### src/rtl/reg_file_pkg.sv
`timescale 1ns/1ps
// Shared definitions for the general-purpose register file: soft-clear
// sequencer states and the default geometry used by decode and the ALU.
package reg_file_pkg;

    localparam int RF_DATA_WIDTH = 16;
    localparam int RF_ADDR_WIDTH = 4;
    localparam int RF_NUM_RD     = 2;

    typedef enum logic [1:0] {
        IDLE  = 2'd0,
        CLEAR = 2'd1,
        DONE  = 2'd2
    } clr_state_e;

endpackage

### src/rtl/reg_file_rd_port.sv
`timescale 1ns/1ps
// One registered read port: selects between the stored entry, a same-cycle
// forwarded write and the hardwired zero of R0, then registers the result.
module reg_file_rd_port #(
    parameter int DATA_WIDTH = 16,
    parameter int ADDR_WIDTH = 4,
    parameter bit ZERO_REG   = 1'b1,
    parameter bit BYPASS     = 1'b1
) (
    input  logic                  clk,
    input  logic                  rst,
    input  logic                  rd_en,
    input  logic [ADDR_WIDTH-1:0] rd_addr,
    input  logic [DATA_WIDTH-1:0] entry_val,
    input  logic                  wr_fire,
    input  logic [ADDR_WIDTH-1:0] wr_addr,
    input  logic [DATA_WIDTH-1:0] wr_data,
    output logic [DATA_WIDTH-1:0] rd_data,
    output logic                  rd_valid
);

    logic [DATA_WIDTH-1:0] rd_data_q, rd_data_d;
    logic                  rd_valid_q, rd_valid_d;
    logic                  is_zero_reg;
    logic                  bypass_hit;

    // R0 masking takes priority so a discarded R0 write is never forwarded.
    always_comb begin
        is_zero_reg = ZERO_REG && (rd_addr == '0);
        bypass_hit  = BYPASS && wr_fire && (wr_addr == rd_addr) && !is_zero_reg;
        rd_data_d   = rd_data_q;
        rd_valid_d  = rd_en;
        if (rd_en) begin
            if (is_zero_reg) begin
                rd_data_d = '0;
            end else if (bypass_hit) begin
                rd_data_d = wr_data;
            end else begin
                rd_data_d = entry_val;
            end
        end
    end

    always_ff @(posedge clk or negedge rst) begin
        if (!rst) begin
            rd_data_q  <= '0;
            rd_valid_q <= 1'b0;
        end else begin
            rd_data_q  <= rd_data_d;
            rd_valid_q <= rd_valid_d;
        end
    end

    assign rd_data  = rd_data_q;
    assign rd_valid = rd_valid_q;

endmodule

### src/rtl/reg_file_mp.sv
`timescale 1ns/1ps
// Multi-read-port register file with write enable, optional bypass and
// hardwired R0, plus a sequencer that soft-clears one entry per cycle.
module reg_file_mp
    import reg_file_pkg::*;
#(
    parameter int DATA_WIDTH = RF_DATA_WIDTH,
    parameter int ADDR_WIDTH = RF_ADDR_WIDTH,
    parameter int NUM_RD     = RF_NUM_RD,
    parameter bit ZERO_REG   = 1'b1,
    parameter bit BYPASS     = 1'b1
) (
    input  logic                         clk,
    input  logic                         rst,
    input  logic [NUM_RD-1:0]            rd_en,
    input  logic [NUM_RD*ADDR_WIDTH-1:0] rd_addr,
    output logic [NUM_RD*DATA_WIDTH-1:0] rd_data,
    output logic [NUM_RD-1:0]            rd_valid,
    input  logic                         wr_en,
    input  logic [ADDR_WIDTH-1:0]        wr_addr,
    input  logic [DATA_WIDTH-1:0]        wr_data,
    output logic                         wr_ready,
    input  logic                         clr_req,
    output logic                         clr_busy,
    output logic                         clr_done
);

    localparam int                    DEPTH     = 1 << ADDR_WIDTH;
    localparam logic [ADDR_WIDTH-1:0] LAST_ADDR = ADDR_WIDTH'(DEPTH - 1);

    clr_state_e            state_q, state_d;
    logic [ADDR_WIDTH-1:0] cnt_q, cnt_d;
    logic                  clr_busy_q, clr_busy_d;
    logic                  clr_done_q, clr_done_d;
    logic [DATA_WIDTH-1:0] mem_q [DEPTH];
    logic [DATA_WIDTH-1:0] mem_d [DEPTH];
    logic                  wr_fire;

    assign wr_ready = (state_q == IDLE);
    assign wr_fire  = wr_en && wr_ready;

    // The sweep counter parks at the last address; it is rezeroed on entry.
    always_comb begin
        state_d = state_q;
        cnt_d   = cnt_q;
        case (state_q)
            IDLE: begin
                if (clr_req) begin
                    state_d = CLEAR;
                    cnt_d   = '0;
                end
            end
            CLEAR: begin
                if (cnt_q == LAST_ADDR) begin
                    state_d = DONE;
                end else begin
                    cnt_d = cnt_q + 1'b1;
                end
            end
            DONE:    state_d = IDLE;
            default: state_d = IDLE;
        endcase
        clr_busy_d = (state_d == CLEAR);
        clr_done_d = (state_d == DONE);
    end

    always_comb begin
        for (int i = 0; i < DEPTH; i++) begin
            mem_d[i] = mem_q[i];
        end
        if (wr_fire && !(ZERO_REG && (wr_addr == '0))) begin
            mem_d[wr_addr] = wr_data;
        end
        if (state_q == CLEAR) begin
            mem_d[cnt_q] = '0;
        end
    end

    always_ff @(posedge clk or negedge rst) begin
        if (!rst) begin
            state_q    <= IDLE;
            cnt_q      <= '0;
            clr_busy_q <= 1'b0;
            clr_done_q <= 1'b0;
            for (int i = 0; i < DEPTH; i++) begin
                mem_q[i] <= '0;
            end
        end else begin
            state_q    <= state_d;
            cnt_q      <= cnt_d;
            clr_busy_q <= clr_busy_d;
            clr_done_q <= clr_done_d;
            for (int i = 0; i < DEPTH; i++) begin
                mem_q[i] <= mem_d[i];
            end
        end
    end

    assign clr_busy = clr_busy_q;
    assign clr_done = clr_done_q;

    for (genvar p = 0; p < NUM_RD; p++) begin : g_rd
        logic [ADDR_WIDTH-1:0] port_addr;
        assign port_addr = rd_addr[p*ADDR_WIDTH +: ADDR_WIDTH];

        reg_file_rd_port #(
            .DATA_WIDTH (DATA_WIDTH),
            .ADDR_WIDTH (ADDR_WIDTH),
            .ZERO_REG   (ZERO_REG),
            .BYPASS     (BYPASS)
        ) u_rd_port (
            .clk       (clk),
            .rst       (rst),
            .rd_en     (rd_en[p]),
            .rd_addr   (port_addr),
            .entry_val (mem_q[port_addr]),
            .wr_fire   (wr_fire),
            .wr_addr   (wr_addr),
            .wr_data   (wr_data),
            .rd_data   (rd_data[p*DATA_WIDTH +: DATA_WIDTH]),
            .rd_valid  (rd_valid[p])
        );
    end

endmodule
### config.mk
export PLATFORM = sky130hd
export DESIGN_NAME = reg_file_mp
export DESIGN_NICKNAME = d
export VERILOG_FILES = /design/src/rtl/reg_file_pkg.sv /design/src/rtl/reg_file_rd_port.sv /design/src/rtl/reg_file_mp.sv
export SDC_FILE = /design/constraint.sdc
export NUM_CORES = 1
export LEC_CHECK = 0
export CAP_MARGIN = 20
export CORE_MARGIN = 2
export CORE_UTILIZATION = 50
export DETAILED_ROUTE_END_ITERATION = 16
export PLACE_DENSITY_LB_ADDON = 0.05
export SETUP_SLACK_MARGIN = 0.02
export SLEW_MARGIN = 0
export SYNTH_ARGS = -nofsm -noshare
export SYNTH_HDL_FRONTEND = slang
export SYNTH_SLANG_ARGS = --single-unit
### constraint.sdc
create_clock -name clk -period 2.3 [get_ports clk]
set_clock_uncertainty 0.15 [all_clocks]
set_input_delay 0.345 -clock clk [delete_from_list [all_inputs] [get_ports clk]]
set_output_delay 0.345 -clock clk [all_outputs]
set_load 0.01 [all_outputs]
==> flow_summary.yaml <==
placement:
  gp_congestion: 0.859
  dp.cells: 1928
  dp_hpwl_um: 35300
  port_buffers: 70
grt:
  grt_usage_pct: 31.5
  globalRouteOverflowTotal: 0
  antenna_found_initial: 0
  grt_max_degree: 53
  grt_pass1_wl_um: 79400
  grt_pass1_vias: 12800
clocking:
  cts.htree.levels: 2
  post-cts-setup-buffers: 0
  cts_buffers: 36
  clock_sinks: 298
  cts_tree: "yes"
  cts_buffer_depth: 3
  clk_pin_slew_worst_paths_ns: 0.06
  root_buffer: "clkbuf_16"
  clk_latency_ns: 0.51
finish:
  area_delta_synth_final_pct: 21.7
  layout.cells.non_filler: 1990
  nets: 1603
  drive_gt1_share_pct: 22.2
  n_antenna_cell: 0
worst_setup_path:
  crit_required_ns: 2.54
  reg2reg_to: "mem_q[153]"
  cp-end-kind: "flop"
  startpoint_type: "flop"
  reg2reg_from: "state_q[1]"
  worstPathArrival_ns: 2.39
  worstSetupPathType: "flop to flop"
  reg2reg_setup_slack_ns: 0.15
  critPathMaxFanout: 16
  r2r_cells: 9
yosys:
  yosysWarnings: 0
  avgSynthCellArea_um2: 11.2
  synth.distinct_cells: 39
  syn_nets: 1487
  syn_area_mm2: 0.0162
  netlist_instances: 1449
  yosysSeqAreaShare_pct: 46.1
  ys_ff_latch: 298
timing:
  rsz0062_at_grt: "no"
  fin_setup_tns_ns: 0
  setup_viol: 0
  max_slew_margin_pct: 53.3
  maxSlewViolCount: 0
  fin_crit_ns: 2.15
  tightestPinTransition_ns: 0.699
  finalHoldViolCount: 0
  fin_crit_sh_pct: 93.4
  fmax_ghz: 0.466
routing:
  drt-initial-drc-count: 1068
  via_per_inst: 6.33
  drc: 0
  drt-total-wl_um: 51700
  wire_per_inst_um: 26.0
  drt_pass1_iterations: 5
  via_count: 12600
  detail-route-antenna-nets: 0
flow_run:
  cap_violations: 0
floorplan:
  core_mm2: 0.0317
  die_area_mm2: 0.0338
  dieHeight_um: 184
  start_util_pct: 51.0
  ios: 71
  die_w_um: 184
  fp-row-count: 65
hold_path:
  hold_depth: 1
  hp-start: "rd_en[0]"
  hold_path_end: "g_rd[0].u_rd_port.rd_valid"
  hold_path.class: "primary input to flop"
power:
  pwr-share-clk_pct: 29.1
  power_density_mw_per_mm2: 995
  vdd_drop_max_v: 0.000653
  p_int_mw: 13.3
  switchingPower_mw: 6.27
  combPwrFrac_pct: 29.1
  seq_power_share_pct: 41.8
  total_power_mw: 19.6
  p_leak_nw: 8.79
  p_sw_share_pct: 32.0
run_status:
  outcome: "completed"
## flip-flops by register name, indices dropped and copies added, names as in the netlist
signal,flops
mem_q,256
cnt_q,4
clr_done,1
clr_busy,1
g_rd.u_rd_port.rd_data,32
state_q,2
g_rd.u_rd_port.rd_valid,2
## layout make-up
type | instances | area (um2)
Inverter | 6 | 22.5
Timing Repair Buffer | 214 | 2430
Tap cell | 402 | 503
Sequential cell | 298 | 7460
Fill cell | 2587 | 12000
Multi-Input combinational cell | 1009 | 8080
Clock inverter | 6 | 55.1
Clock buffer | 55 | 1130
## kinds of logic after synthesis
logic type               after synthesis  synth area share (%)
XOR/XNOR                               7                 0.379
buffers and inverters                142                  4.11
multiplexers                         256                  25.7
flip-flops                           298                  46.1
AND/OR/NAND/NOR                      491                  13.3
AO/OA/AOI/OAI                        251                  10.0
adder cells (fa/ha/maj)                4                 0.309
## worst max-delay path: stages (launching register included)
cell and delay, ns:
dfrtp_1 0.39, buf_4 0.16, nor3b_2 0.23, buf_4 0.18, nand3b_1 0.07, buf_4 0.17, nor2_2 0.18, buf_12 0.21
mux2i_1 0.20, nor2_1 0.06
## routing by layer
metal | track usage (%) | up-vias | wire length, um
li1 | - | 5463 | -
met1 | 45.9 | 6527 | 22900
met2 | 48.3 | 522 | 23500
met3 | 7.59 | 84 | 4450
met4 | 6.82 | 0 | 883
met5 | 0 | - | 0
## worst max-delay path by stage
stage / startpoint / endpoint / cells after the start
finish: state_q[1] / mem_q[153] / 9
global route: state_q[0] / mem_q[27] / 9
CTS: state_q[0] / mem_q[144] / 9
detailed placement: wr_en / mem_q[56] / 7
global placement: wr_en / mem_q[119] / 7
floorplan: rd_addr[0] / g_rd[0].u_rd_port.rd_data[10] / 7
## Yosys cell counts, drive strengths merged
library cell / instances / share of area, %
dfrtp: 298 / 46
nand2: 228 / 5.3
nor2: 152 / 3.6
mux2i: 128 / 7.9
mux4: 128 / 18
a21oi: 117 / 3.6
clkbuf: 75 / 1.7
a22oi: 64 / 3.0
buf: 61 / 2.2
nand3: 54 / 1.7
a21o: 32 / 1.5
a22o: 32 / 1.7
and2: 18 / 0.70
nor3: 9 / 0.35
nor2b: 8 / 0.31
xnor2: 7 / 0.38
nand2b: 5 / 0.19
nor4: 5 / 0.47
ha: 4 / 0.31
inv: 4 / 0.093
nor3b: 4 / 0.35
o21ai: 4 / 0.12
clkinv: 2 / 0.046
nand4: 2 / 0.077
or2: 2 / 0.077
and3: 1 / 0.039
nand3b: 1 / 0.046
o22ai: 1 / 0.039
o2bb2ai: 1 / 0.054
or3: 1 / 0.039
or3b: 1 / 0.054
## power by group through the flow
stage	clock network [mW]	logic (mW)	registers, mW
after floorplan	0	3.67	7.86
after global placement	0	5.51	8.11
after detailed placement	0	5.66	8.22
after CTS	5.77	5.68	8.15
after global routing	5.99	6.21	8.40
final	5.71	5.70	8.18
## placed cells by master (no fill, tap or decap), drive strengths merged, types with 7 or more instances in the layout
master,instances
a21o,32
a21oi,117
a22o,32
a22oi,64
and2,18
buf,148
clkbuf,55
clkdlybuf4s50,64
clkinv,7
dfrtp,298
mux2i,128
mux4,128
nand2,228
nand3,54
nor2,152
nor2b,8
nor3,9
xnor2,7
## stage by stage
stage,worst slack [ns],hold slack [ns],utilization (%),cell area [um2]
global placement,-0.221,0.183,58.3,18500
detailed placement,-0.254,0.187,58.3,18500
global route,0.0614,0.157,62.0,19700
floorplan,0.115,-0.101,-,16200
CTS,0.185,0.144,62.0,19700
finish,0.153,0.154,62.0,19700
## timing repair
action / in CTS / in global routing
hold buffers: 1 / 0
resized for setup: 1 / 0
hold endpoints to repair: 44 / 0
endpoints found under the setup margin: 1 / 0
Note: power is estimated with default switching activity, not from simulation.
